$ cat src/rtl/rv_defs.sv
// Shared RV32I control/datapath definitions: opcodes, funct3 codes, ALU
// operation codes, datapath mux selects and the multi-cycle FSM encoding.
package rv_defs;

   localparam int unsigned ALU_W   = 4;
   localparam int unsigned STATE_W = 4;

   // Major opcodes
   localparam logic [6:0] OP_LOAD   = 7'b0000011;
   localparam logic [6:0] OP_STORE  = 7'b0100011;
   localparam logic [6:0] OP_OP     = 7'b0110011;
   localparam logic [6:0] OP_IMM    = 7'b0010011;
   localparam logic [6:0] OP_JAL    = 7'b1101111;
   localparam logic [6:0] OP_JALR   = 7'b1100111;
   localparam logic [6:0] OP_BRANCH = 7'b1100011;
   localparam logic [6:0] OP_LUI    = 7'b0110111;
   localparam logic [6:0] OP_AUIPC  = 7'b0010111;

   // ALU operation codes
   localparam logic [ALU_W-1:0] ALU_ADD  = 4'd0;
   localparam logic [ALU_W-1:0] ALU_SUB  = 4'd1;
   localparam logic [ALU_W-1:0] ALU_XOR  = 4'd2;
   localparam logic [ALU_W-1:0] ALU_OR   = 4'd3;
   localparam logic [ALU_W-1:0] ALU_AND  = 4'd4;
   localparam logic [ALU_W-1:0] ALU_SLL  = 4'd5;
   localparam logic [ALU_W-1:0] ALU_SRL  = 4'd6;
   localparam logic [ALU_W-1:0] ALU_SRA  = 4'd7;
   localparam logic [ALU_W-1:0] ALU_SLT  = 4'd8;
   localparam logic [ALU_W-1:0] ALU_SLTU = 4'd9;

   // Arithmetic funct3 / funct7
   localparam logic [2:0] F3_ADD  = 3'd0;
   localparam logic [2:0] F3_SLL  = 3'd1;
   localparam logic [2:0] F3_SLT  = 3'd2;
   localparam logic [2:0] F3_SLTU = 3'd3;
   localparam logic [2:0] F3_XOR  = 3'd4;
   localparam logic [2:0] F3_SR   = 3'd5;
   localparam logic [2:0] F3_OR   = 3'd6;
   localparam logic [2:0] F3_AND  = 3'd7;
   localparam logic [6:0] F7_BASE = 7'h00;
   localparam logic [6:0] F7_ALT  = 7'h20;

   // Branch funct3
   localparam logic [2:0] F3_BEQ  = 3'd0;
   localparam logic [2:0] F3_BNE  = 3'd1;
   localparam logic [2:0] F3_BLT  = 3'd4;
   localparam logic [2:0] F3_BGE  = 3'd5;
   localparam logic [2:0] F3_BLTU = 3'd6;
   localparam logic [2:0] F3_BGEU = 3'd7;

   // Load / store widths
   localparam logic [2:0] LOAD_LB  = 3'd0;
   localparam logic [2:0] LOAD_LH  = 3'd1;
   localparam logic [2:0] LOAD_LW  = 3'd2;
   localparam logic [2:0] LOAD_LBU = 3'd4;
   localparam logic [2:0] LOAD_LHU = 3'd5;
   localparam logic [1:0] STORE_SB = 2'd0;
   localparam logic [1:0] STORE_SH = 2'd1;
   localparam logic [1:0] STORE_SW = 2'd2;

   // Immediate format selects
   localparam logic [2:0] IMM_I = 3'd0;
   localparam logic [2:0] IMM_S = 3'd1;
   localparam logic [2:0] IMM_B = 3'd2;
   localparam logic [2:0] IMM_U = 3'd3;
   localparam logic [2:0] IMM_J = 3'd4;

   // Result selects
   localparam logic [1:0] RES_ALUOUT = 2'd0;
   localparam logic [1:0] RES_MEM    = 2'd1;
   localparam logic [1:0] RES_ALU    = 2'd2;

   // ALU operand selects
   localparam logic [1:0] SRC_A_PC    = 2'd0;
   localparam logic [1:0] SRC_A_OLDPC = 2'd1;
   localparam logic [1:0] SRC_A_RS1   = 2'd2;
   localparam logic [1:0] SRC_B_RS2   = 2'd0;
   localparam logic [1:0] SRC_B_IMM   = 2'd1;
   localparam logic [1:0] SRC_B_FOUR  = 2'd2;

   typedef enum logic [STATE_W-1:0] {
      S_FETCH   = 4'd0,
      S_DECODE  = 4'd1,
      S_MEM_ADR = 4'd2,
      S_MEM_RD  = 4'd3,
      S_MEM_WB  = 4'd4,
      S_MEM_WR  = 4'd5,
      S_EXEC_R  = 4'd6,
      S_EXEC_I  = 4'd7,
      S_ALU_WB  = 4'd8,
      S_JAL     = 4'd9,
      S_JALR    = 4'd10,
      S_BRANCH  = 4'd11,
      S_LUI     = 4'd12,
      S_AUIPC   = 4'd13,
      S_HALT    = 4'd14
   } state_e;

endpackage

$ cat src/rtl/rv_alu_dec.sv
// ALU operation decoder for R-type and I-type arithmetic.
//   funct3/funct7 : instruction fields
//   is_r          : 1 = register-register form (SUB and funct7 checks apply)
//   alu_ctrl      : ALU operation code
//   illegal       : funct7 value not defined for this operation
module rv_alu_dec
   import rv_defs::*;
(
   input  logic [2:0]       funct3,
   input  logic [6:0]       funct7,
   input  logic             is_r,
   output logic [ALU_W-1:0] alu_ctrl,
   output logic             illegal
);

   logic f7_base;
   logic f7_alt;

   assign f7_base = (funct7 == F7_BASE);
   assign f7_alt  = (funct7 == F7_ALT);

   always_comb begin
      alu_ctrl = ALU_ADD;
      illegal  = 1'b0;
      case (funct3)
         F3_ADD: begin
            // ADDI takes a full 12-bit immediate, so funct7 only matters for R-type
            if (is_r) begin
               if (f7_alt)        alu_ctrl = ALU_SUB;
               else if (!f7_base) illegal  = 1'b1;
            end
         end
         F3_SLL: begin
            alu_ctrl = ALU_SLL;
            illegal  = !f7_base;
         end
         F3_SLT: begin
            alu_ctrl = ALU_SLT;
            illegal  = is_r && !f7_base;
         end
         F3_SLTU: begin
            alu_ctrl = ALU_SLTU;
            illegal  = is_r && !f7_base;
         end
         F3_XOR: begin
            alu_ctrl = ALU_XOR;
            illegal  = is_r && !f7_base;
         end
         F3_SR: begin
            alu_ctrl = f7_alt ? ALU_SRA : ALU_SRL;
            illegal  = !f7_alt && !f7_base;
         end
         F3_OR: begin
            alu_ctrl = ALU_OR;
            illegal  = is_r && !f7_base;
         end
         default: begin
            alu_ctrl = ALU_AND;
            illegal  = is_r && !f7_base;
         end
      endcase
   end

endmodule

$ cat src/rtl/rv_mc_ctrl.sv
// Multi-cycle RV32I control unit. Sequences each instruction through
// FETCH/DECODE and per-class execute, memory and writeback states.
//   clk, rst      : clock, async active-high reset
//   instr         : instruction register, valid from DECODE onward
//   zero/lt/ltu   : ALU comparison flags for branches
//   mem_ready     : memory access completes this cycle
//   pc_we..store_ctrl : datapath enables and mux selects
//   illegal       : sticky undefined-instruction flag
//   halted        : FSM parked in HALT
//   instret       : retired-instruction counter (wraps)
module rv_mc_ctrl
   import rv_defs::*;
#(
   parameter bit          MEM_WAIT  = 1'b1,
   parameter int unsigned CNT_W     = 32,
   parameter bit          TRAP_HALT = 1'b1
) (
   input  logic             clk,
   input  logic             rst,
   input  logic [31:0]      instr,
   input  logic             zero,
   input  logic             lt,
   input  logic             ltu,
   input  logic             mem_ready,
   output logic             pc_we,
   output logic             ir_we,
   output logic             adr_src,
   output logic             mem_re,
   output logic             mem_we,
   output logic [1:0]       alu_src_a,
   output logic [1:0]       alu_src_b,
   output logic [3:0]       alu_ctrl,
   output logic [1:0]       res_src,
   output logic [2:0]       imm_src,
   output logic             reg_we,
   output logic [2:0]       load_ctrl,
   output logic [1:0]       store_ctrl,
   output logic             illegal,
   output logic             halted,
   output logic [CNT_W-1:0] instret
);

   state_e           state_q, state_d;
   logic             illegal_q, illegal_d;
   logic [CNT_W-1:0] instret_q, instret_d;

   logic [6:0]       opcode;
   logic [2:0]       funct3;
   logic [6:0]       funct7;
   logic             mem_ok;
   logic             trap;
   logic             retire;
   logic [3:0]       dec_alu_ctrl;
   logic             dec_illegal;
   logic             unused_fields;

   assign opcode = instr[6:0];
   assign funct3 = instr[14:12];
   assign funct7 = instr[31:25];
   // Register indices are consumed by the datapath, not here
   assign unused_fields = ^{instr[24:15], instr[11:7]};

   // With a single-cycle memory every access completes immediately
   assign mem_ok = mem_ready || !MEM_WAIT;

   rv_alu_dec u_alu_dec (
      .funct3   (funct3),
      .funct7   (funct7),
      .is_r     (state_q == S_EXEC_R),
      .alu_ctrl (dec_alu_ctrl),
      .illegal  (dec_illegal)
   );

   // State, sticky trap flag and retire counter
   always_ff @(posedge clk or posedge rst) begin
      if (rst) begin
         state_q   <= S_FETCH;
         illegal_q <= 1'b0;
         instret_q <= '0;
      end else begin
         state_q   <= state_d;
         illegal_q <= illegal_d;
         instret_q <= instret_d;
      end
   end

   // Next state and datapath controls; reset forces every control to idle
   always_comb begin
      state_d    = state_q;
      illegal_d  = illegal_q;
      trap       = 1'b0;
      pc_we      = 1'b0;
      ir_we      = 1'b0;
      adr_src    = 1'b0;
      mem_re     = 1'b0;
      mem_we     = 1'b0;
      alu_src_a  = SRC_A_PC;
      alu_src_b  = SRC_B_RS2;
      alu_ctrl   = ALU_ADD;
      res_src    = RES_ALUOUT;
      imm_src    = IMM_I;
      reg_we     = 1'b0;
      load_ctrl  = 3'd0;
      store_ctrl = STORE_SB;
      halted     = 1'b0;

      if (!rst) begin
         case (state_q)
            S_FETCH: begin
               mem_re    = 1'b1;
               alu_src_b = SRC_B_FOUR;
               if (mem_ok) begin
                  ir_we   = 1'b1;
                  pc_we   = 1'b1;
                  state_d = S_DECODE;
               end
            end
            S_DECODE: begin
               // Precompute the jump/branch target into the ALU result register
               alu_src_a = SRC_A_OLDPC;
               alu_src_b = SRC_B_IMM;
               imm_src   = (opcode == OP_JAL) ? IMM_J : IMM_B;
               case (opcode)
                  OP_LOAD: begin
                     if (funct3 == LOAD_LB || funct3 == LOAD_LH || funct3 == LOAD_LW ||
                         funct3 == LOAD_LBU || funct3 == LOAD_LHU)
                        state_d = S_MEM_ADR;
                     else
                        trap = 1'b1;
                  end
                  OP_STORE: begin
                     if (funct3 <= {1'b0, STORE_SW}) state_d = S_MEM_ADR;
                     else                            trap    = 1'b1;
                  end
                  OP_OP:     state_d = S_EXEC_R;
                  OP_IMM:    state_d = S_EXEC_I;
                  OP_JAL:    state_d = S_JAL;
                  OP_JALR: begin
                     if (funct3 == 3'd0) state_d = S_JALR;
                     else                trap    = 1'b1;
                  end
                  OP_BRANCH: state_d = S_BRANCH;
                  OP_LUI:    state_d = S_LUI;
                  OP_AUIPC:  state_d = S_AUIPC;
                  default:   trap    = 1'b1;
               endcase
            end
            S_MEM_ADR: begin
               alu_src_a = SRC_A_RS1;
               alu_src_b = SRC_B_IMM;
               if (opcode == OP_STORE) begin
                  imm_src = IMM_S;
                  state_d = S_MEM_WR;
               end else begin
                  load_ctrl = funct3;
                  state_d   = S_MEM_RD;
               end
            end
            S_MEM_RD: begin
               adr_src   = 1'b1;
               mem_re    = 1'b1;
               load_ctrl = funct3;
               if (mem_ok) state_d = S_MEM_WB;
            end
            S_MEM_WB: begin
               res_src   = RES_MEM;
               reg_we    = 1'b1;
               load_ctrl = funct3;
               state_d   = S_FETCH;
            end
            S_MEM_WR: begin
               adr_src    = 1'b1;
               mem_we     = 1'b1;
               store_ctrl = funct3[1:0];
               if (mem_ok) state_d = S_FETCH;
            end
            S_EXEC_R, S_EXEC_I: begin
               alu_src_a = SRC_A_RS1;
               alu_src_b = (state_q == S_EXEC_R) ? SRC_B_RS2 : SRC_B_IMM;
               alu_ctrl  = dec_alu_ctrl;
               if (dec_illegal) trap    = 1'b1;
               else             state_d = S_ALU_WB;
            end
            S_ALU_WB: begin
               res_src = RES_ALUOUT;
               reg_we  = 1'b1;
               state_d = S_FETCH;
            end
            S_JAL: begin
               // PC takes the precomputed target while the ALU forms the link value
               alu_src_a = SRC_A_OLDPC;
               alu_src_b = SRC_B_FOUR;
               res_src   = RES_ALUOUT;
               pc_we     = 1'b1;
               state_d   = S_ALU_WB;
            end
            S_JALR: begin
               // rs1+imm lands in the ALU result register; JAL then jumps there
               // (datapath clears bit 0) and writes the link value
               alu_src_a = SRC_A_RS1;
               alu_src_b = SRC_B_IMM;
               state_d   = S_JAL;
            end
            S_BRANCH: begin
               alu_src_a = SRC_A_RS1;
               alu_src_b = SRC_B_RS2;
               alu_ctrl  = ALU_SUB;
               imm_src   = IMM_B;
               res_src   = RES_ALUOUT;
               state_d   = S_FETCH;
               case (funct3)
                  F3_BEQ:  pc_we = zero;
                  F3_BNE:  pc_we = !zero;
                  F3_BLT:  pc_we = lt;
                  F3_BGE:  pc_we = !lt;
                  F3_BLTU: pc_we = ltu;
                  F3_BGEU: pc_we = !ltu;
                  default: trap  = 1'b1;
               endcase
            end
            S_LUI: begin
               // Datapath reads x0 on port A for LUI, so the sum is the U immediate
               alu_src_a = SRC_A_RS1;
               alu_src_b = SRC_B_IMM;
               imm_src   = IMM_U;
               state_d   = S_ALU_WB;
            end
            S_AUIPC: begin
               alu_src_a = SRC_A_OLDPC;
               alu_src_b = SRC_B_IMM;
               imm_src   = IMM_U;
               state_d   = S_ALU_WB;
            end
            S_HALT: begin
               halted = 1'b1;
            end
            default: begin
               state_d = S_FETCH;
            end
         endcase

         // Undefined instruction: park, or skip it as a counted NOP
         if (trap) begin
            illegal_d = 1'b1;
            if (TRAP_HALT) state_d = S_HALT;
            else           state_d = S_FETCH;
         end
      end

      retire    = (state_d == S_FETCH) && (state_q != S_FETCH);
      instret_d = retire ? instret_q + CNT_W'(1) : instret_q;
   end

   assign illegal = illegal_q;
   assign instret = instret_q;

endmodule

$ cat config.mk
export PLATFORM = sky130hd
export DESIGN_NAME = rv_mc_ctrl
export DESIGN_NICKNAME = d
export VERILOG_FILES = /design/src/rtl/rv_defs.sv /design/src/rtl/rv_alu_dec.sv /design/src/rtl/rv_mc_ctrl.sv
export SDC_FILE = /design/constraint.sdc
export NUM_CORES = 1
export LEC_CHECK = 0
export BUFFER_PORTS_ARGS = -buffer_cell sky130_fd_sc_hd__buf_4
export CELL_PAD_IN_SITES_DETAIL_PLACEMENT = 0
export CELL_PAD_IN_SITES_GLOBAL_PLACEMENT = 1
export CORE_MARGIN = 2
export CORE_UTILIZATION = 35
export CTS_CLUSTER_SIZE = 20
export DETAILED_ROUTE_END_ITERATION = 6
export GPL_ROUTABILITY_DRIVEN = 0
export GPL_TIMING_DRIVEN = 0
export PLACE_DENSITY_LB_ADDON = 0.05
export SLEW_MARGIN = 10
export SYNTH_ARGS = -nofsm -noshare
export SYNTH_HDL_FRONTEND = slang
export SYNTH_SLANG_ARGS = --single-unit
$ cat constraint.sdc
create_clock -name clk -period 8 [get_ports clk]
set_input_delay 2.4 -clock clk [delete_from_list [all_inputs] [get_ports clk]]
set_output_delay 2.4 -clock clk [all_outputs]
set_load 0.02 [all_outputs]
==> results of run 1 <==
## through the flow
| stage | setup WS (ps) | utilization | total power, mW |
|---|---|---|---|
| final | 1630 | 0.455 | 0.948 |
| after global routing | 1490 | 0.455 | 1.02 |
| after CTS | 1620 | 0.455 | 0.957 |
| after detailed placement | 1620 | 0.446 | 0.832 |
| after global placement | 942 | 0.443 | 0.830 |
| after floorplan | 1620 | - | 0.643 |
## Yosys cell counts, drive strengths merged, types with 2 or more instances
master | count | area [µm²]
a2111oi | 2 | 23.8
a211o | 2 | 18.8
a211oi | 6 | 45.0
a21oi | 8 | 40.0
a41oi | 2 | 25.0
and2 | 7 | 43.8
and3 | 5 | 31.3
and3b | 2 | 17.5
buf | 17 | 98.9
clkbuf | 10 | 37.5
dfrtp | 37 | 926
inv | 5 | 18.8
mux2i | 2 | 20.0
nand2 | 23 | 86.3
nand2b | 14 | 87.6
nand3 | 19 | 95.1
nand3b | 3 | 22.5
nand4 | 8 | 56.3
nand4b | 4 | 35.0
nor2 | 15 | 56.3
nor2b | 5 | 31.3
nor3 | 20 | 110
nor3b | 5 | 42.5
nor4 | 16 | 175
nor4b | 4 | 47.6
o211a | 3 | 30.0
o211ai | 3 | 22.5
o21a | 4 | 30.0
o21ai | 7 | 35.0
o31ai | 2 | 15.0
or2 | 5 | 31.3
or3 | 3 | 18.8
or4 | 3 | 30.0
xnor2 | 6 | 52.6
xor2 | 30 | 263
## worst paths after layout
kind                        startpoint          end  slack (ps)
max                          instr[26]  alu_ctrl[0]        1630
min                        instret[31]  instret[31]         470
max reg2reg                 state_q[1]   instret[1]        5370
min reg2reg                instret[31]  instret[31]         470
max in group asynchronous          rst  instret[11]        5180
min in group asynchronous          rst  instret[21]        2340
## cell type report
cell class,count,area [µm²],area share
Multi-Input combinational cell,258,1820,0.493
Sequential cell,37,926,0.250
Timing Repair Buffer,77,591,0.160
Buffer,27,136,0.0369
Tap cell,105,131,0.0355
Clock buffer,5,68.8,0.0186
Inverter,5,18.8,0.00507
Clock inverter,1,5.00,0.00135
## cell families after synthesis
family | share of synthesized area
and+or+nand+nor | 0.361
AOI/OAI and AO/OA | 0.138
DFF | 0.319
xor gates and xnor gates | 0.109
buffers and inverters | 0.0535
muxes | 0.0108
adders and majority gates | 0.00776
other | 0.00129
## worst max-delay path, stage by stage
cell	delay (ps)
buf_4	110
or4_4	520
nor3_2	200
o211ai_1	140
o211ai_1	190
nand2_1	70
a21oi_1	190
buf_4	160
## cells in the final DEF (no fill, tap or decap), types with 3 or more instances in the layout
master and n:
clkbuf_8 5, buf_4 80, nand4b_1 4, clkbuf_1 10, o211ai_1 3, xnor2_1 6
buf_2 10, nor2_1 15, or3_1 3, xor2_1 30, and3_1 5, or2_1 3
nand3b_1 3, nor3_1 18, and2_1 7, nor2b_1 5, nand3_1 19, a211oi_1 6
dfrtp_1 37, o21a_1 4, nand2_1 23, inv_1 4, nor4_2 12, o21ai_0 7
nor3b_1 4, a21oi_1 8, nor4_1 4, nand4_1 7, nand2b_1 14
## state kept, by name (all words and copies together), names as in the netlist
register and flops:
instret 32, state_q 4, illegal 1
## power by group through the flow
| stage | sequential, mW | combinational [mW] | clock (mW) |
|---|---|---|---|
| 6_report | 0.248 | 0.581 | 0.119 |
| 4_1_cts | 0.247 | 0.584 | 0.126 |
| 5_1_grt | 0.252 | 0.636 | 0.132 |
| 3_5_place_dp | 0.250 | 0.582 | 0 |
| 3_3_place_gp | 0.250 | 0.580 | 0 |
| 2_1_floorplan | 0.263 | 0.380 | 0 |
## layer usage
metal,part of all wire,up-vias,track usage,routed length (µm)
li1,-,1368,-,-
met1,0.50,1341,0.300,4180
met2,0.43,71,0.273,3620
met3,0.059,4,0.0356,492
met4,0.0037,0,0.0278,31
met5,0,-,0,0
==> flow_summary_export.csv, run 1 <==
group,metric,value,unit
run_status,status,"completed",
sta,period_share,0.797,
grt,grt_start_max_net_pins,24,
cells_and_area,nFillCells,804,
synthesis,syn-num-nets,366,
place,numPlacedInstances,509,
synthesis,ys_seq_area_frac,0.319,
clock_tree,cts_max_level,2,
power_and_ir_drop,power.leakage,1.70,nW
place,io_buffers,76,
route,postRouteAntennaNets,0,
sta,rsz0062_at_grt,"no",
clock_tree,cts_tree,"done",
cells_and_area,area_growth_syn_to_layout,27.4,%
route,drtIter0Drc,202,
power_and_ir_drop,power_frac_clock,0.126,
sta,relSlewSlack,0.633,
critical_path,crit_fanout,3,
critical_path,r2r_cells,7,
clock_tree,cts.repair.resized,0,
synthesis,syn_inst,327,
power_and_ir_drop,p_int,482,µW
cells_and_area,insertedDiodeCount,0,
power_and_ir_drop,irDropWorstVdd,0.000236,V
sta,finalSetupViolations,0,
grt,grt_use_total,0.191,
sta,finalClockSkew,9.02,ps
clock_tree,clk_latency,290,ps
cells_and_area,instances_no_fill,515,
floorplanning,die-width,95.1,µm
clock_tree,cts_num_sinks,37,
cells_and_area,final_nets,450,
clock_tree,cts_root_buffer,"clkbuf_8",
sta,tns,0,ps
clock_tree,cts_hold_buffers,0,
critical_path,path_class,"in -> out",
route,route.detailed.drc,0,
floorplanning,dieArea,9040,µm²
flow_run,drv_cap,0,
grt,antenna_found_initial,0,
critical_path,endpoint_kind,"output port",
synthesis,ys.warnings.count,0,
sta,hold_viol_final,0,
route,vias,2784,
critical_path,crit_path_start_kind,"input pin",
sta,max_freq,157,MHz
grt,grt_pass1_vias,2647,
route,wl,8.32,mm
sta,finalCriticalPeriod,6370,ps
floorplanning,pin_count,96,
synthesis,synth-async-reset-ratio,1.00,
sta,hold_ws,467,ps
power_and_ir_drop,pwr-share-comb,0.613,
clock_tree,clockBufferDepth,2,
synthesis,synth_area_per_cell,8.88,µm²
place,dp_hpwl,6.27,mm
grt,grt-ovfl-total,0,
clock_tree,cts_setup_buffers,0,
clock_tree,numCtsBuffers,5,
sta,slew_violations,0,
cells_and_area,fin_area,3700,µm²
power_and_ir_drop,switching_power,466,µW
synthesis,synth_cell_types,69,
floorplanning,rows,33,
route,wl_per_cell,16.2,µm
power_and_ir_drop,p_per_area,256,nW/µm²
synthesis,synth-seq-cells,37,
critical_path,crit_arrival,3970,ps
sta,worst_pin_slew,550,ps
critical_path,required,5600,ps
floorplanning,die_h,95.1,µm
synthesis,synth-edff-count,0,
route,via_per_inst,5.41,
synthesis,syn-cell-area,2900,µm²
place,postPlaceCellArea,3620,µm²
worst_hold_path,hold_path.class,"reg -> reg",
floorplanning,core,8130,µm²
clock_tree,cts.clk_slew.worst_paths,60,ps
floorplanning,initial_utilization,0.357,
cells_and_area,drive_gt1_frac,0.310,
power_and_ir_drop,seqPwrFrac,0.261,
synthesis,synth_ff_type,"dfrtp_1",
power_and_ir_drop,p_sw_frac,0.491,
grt,grt_first_pass_wirelength,13.6,mm
route,first_pass_iters,4,
worst_hold_path,holdPathStages,1,
No activity file was read; power rests on OpenSTA's default activity.
==> run 2, diff against run 1 <==
- CORE_UTILIZATION: 35 -> 34
- clock period: 8 -> 5.81 ns (I/O delays scaled with it)
==> run 2 against run 1 <==
Net effect: sequential share of layout area is 0.11 points lower; largest power group unchanged; largest cell class unchanged; register-to-register slack worse by 2200 ps; cell area is 0.44% higher; hold slack better by 2.8 ps; critical path depth stayed put; core utilization is 0.49 points lower; non-clock buffer count stayed put; sequential power is 37% higher; clock power is 48% higher; highest routed layer unchanged; clock skew is 1.6 ps higher.
==> flow_summary_export.csv, run 2 (synthesis results as in run 1) <==
group,metric,value,unit
place,dp_hpwl,6.42,mm
cells_and_area,drive_gt1_frac,0.311,
clock_tree,cts_max_level,2,
worst_hold_path,min_from,"instret[31]",
cells_and_area,final_nets,450,
floorplanning,die_h,96.4,µm
critical_path,slowest_stage,"or4_4",
clock_tree,numCtsBuffers,5,
grt,use_met3,0.0365,
grt,grt_first_pass_wirelength,13.4,mm
clock_tree,clk_latency,290,ps
grt,met1_usage,0.293,
critical_path,path_class,"in -> out",
critical_path,crit_start,"instr[26]",
place,dpl_worst_slack,743,ps
route,wl,8.38,mm
floorplanning,core,8260,µm²
worst_hold_path,hold_path.class,"reg -> reg",
critical_path,endpoint_kind,"output port",
sta,finalCriticalPeriod,5040,ps
critical_path,max_stage_delay,520,ps
clock_tree,cts.repair.resized,0,
place,io_buffers,76,
clock_tree,cts_root_buffer,"clkbuf_8",
sta,hold_viol_final,0,
floorplanning,initial_utilization,0.352,
route,route.detailed.drc,0,
grt,grt_use_total,0.186,
route,wl_per_cell,16.2,µm
route,postRouteAntennaNets,0,
route,drtIter0Drc,140,
critical_path,crit_path_start_kind,"input pin",
power_and_ir_drop,power.leakage,1.71,nW
sta,finalSetupViolations,0,
sta,worst_pin_slew,590,ps
route,via_per_inst,5.32,
cells_and_area,layout_commonest_cell,"buf_4",
route,first_pass_iters,4,
power_and_ir_drop,p_per_area,354,nW/µm²
clock_tree,cts_tree,"done",
cells_and_area,insertedDiodeCount,0,
grt,top_usage_layer,"met1",
cells_and_area,area_growth_syn_to_layout,28.0,%
grt,antenna_found_initial,0,
critical_path,timing.rr.start,"state_q[1]",
flow_run,drv_cap,0,
grt,grt_start_max_net_pins,23,
sta,max_freq,198,MHz
clock_tree,cts_hold_buffers,0,
floorplanning,die-width,96.4,µm
clock_tree,cts.clk_slew.worst_paths,70,ps
grt,use_met2,0.262,
critical_path,crit_chain,"buf_4 > or4_4 > nor3_2 > o211ai_1 > o211ai_1 > nand2_1 > a21oi_1 > buf_4",
critical_path,crit_arrival,3300,ps
grt,grt-ovfl-total,0,
clock_tree,cts_num_sinks,37,
floorplanning,dieArea,9290,µm²
route,vias,2753,
sta,relSlewSlack,0.607,
sta,finalClockSkew,10.7,ps
cells_and_area,largest_register_ffs,32,
sta,tns,0,ps
power_and_ir_drop,irDropWorstVdd,0.000266,V
floorplanning,pin_count,96,
critical_path,crit_fanout,3,
grt,grt_pass1_vias,2587,
run_status,status,"completed",
clock_tree,cts_setup_buffers,0,
clock_tree,clockBufferDepth,2,
sta,rsz0062_at_grt,"no",
critical_path,reg2reg_slack,3180,ps
sta,period_share,0.867,
cells_and_area,final_cell_mix,"80 x buf_4, 37 x dfrtp_1, 30 x xor2_1",
sta,slew_violations,0,
sta,layout_setup_ws,770,ps
critical_path,required,4070,ps
floorplanning,rows,33,
[run 2: metal layers]
metal  up-vias  part of all wire
li1       1368                 -
met1      1315              0.53
met2        66              0.42
met3         4             0.049
met4         0            0.0064
met5         -                 0
[run 2: path summary, 6_finish.rpt]
kind / to / cells past startpoint
setup / recovery: alu_ctrl[0] / 8
hold / removal: instret[31] / 1
setup reg to reg: instret[1] / 7
hold reg to reg: instret[31] / 1
max in group asynchronous: instret[4] / 3
min in group asynchronous: instret[3] / 2
[run 2: final cells by class]
class                           count  area (µm²)
Timing Repair Buffer               77         598
Tap cell                          105         131
Clock inverter                      2        10.0
Clock buffer                        6        72.6
Multi-Input combinational cell    258        1820
Fill cell                         872        4540
Sequential cell                    37         926
Inverter                            5        18.8
Buffer                             27         136
[run 2: critical path: cells and delay by family]
kind / cells / cell delay (ps)
compound gates: 3 / 500
buf+inv: 2 / 270
simple gates: 3 / 790
[run 2: power by group]
group / internal (mW) / total (mW) / switching [mW] / leakage (nW)
sequential: 0.294 / 0.341 / 0.0471 / 0.493
combinational: 0.291 / 0.800 / 0.509 / 1.17
clock: 0.0832 / 0.176 / 0.0924 / 0.0450
total: 0.668 / 1.32 / 0.648 / 1.71
[run 2: stage by stage]
step	area, µm²	util	instances	total power, mW	hold WS, ps
floorplan	2900	-	327	0.885	578
global placement	3600	0.437	508	1.14	455
detailed placement	3630	0.440	509	1.15	458
CTS	3710	0.450	517	1.32	473
global route	3710	0.450	517	1.42	490
finish	3710	0.450	517	1.32	470
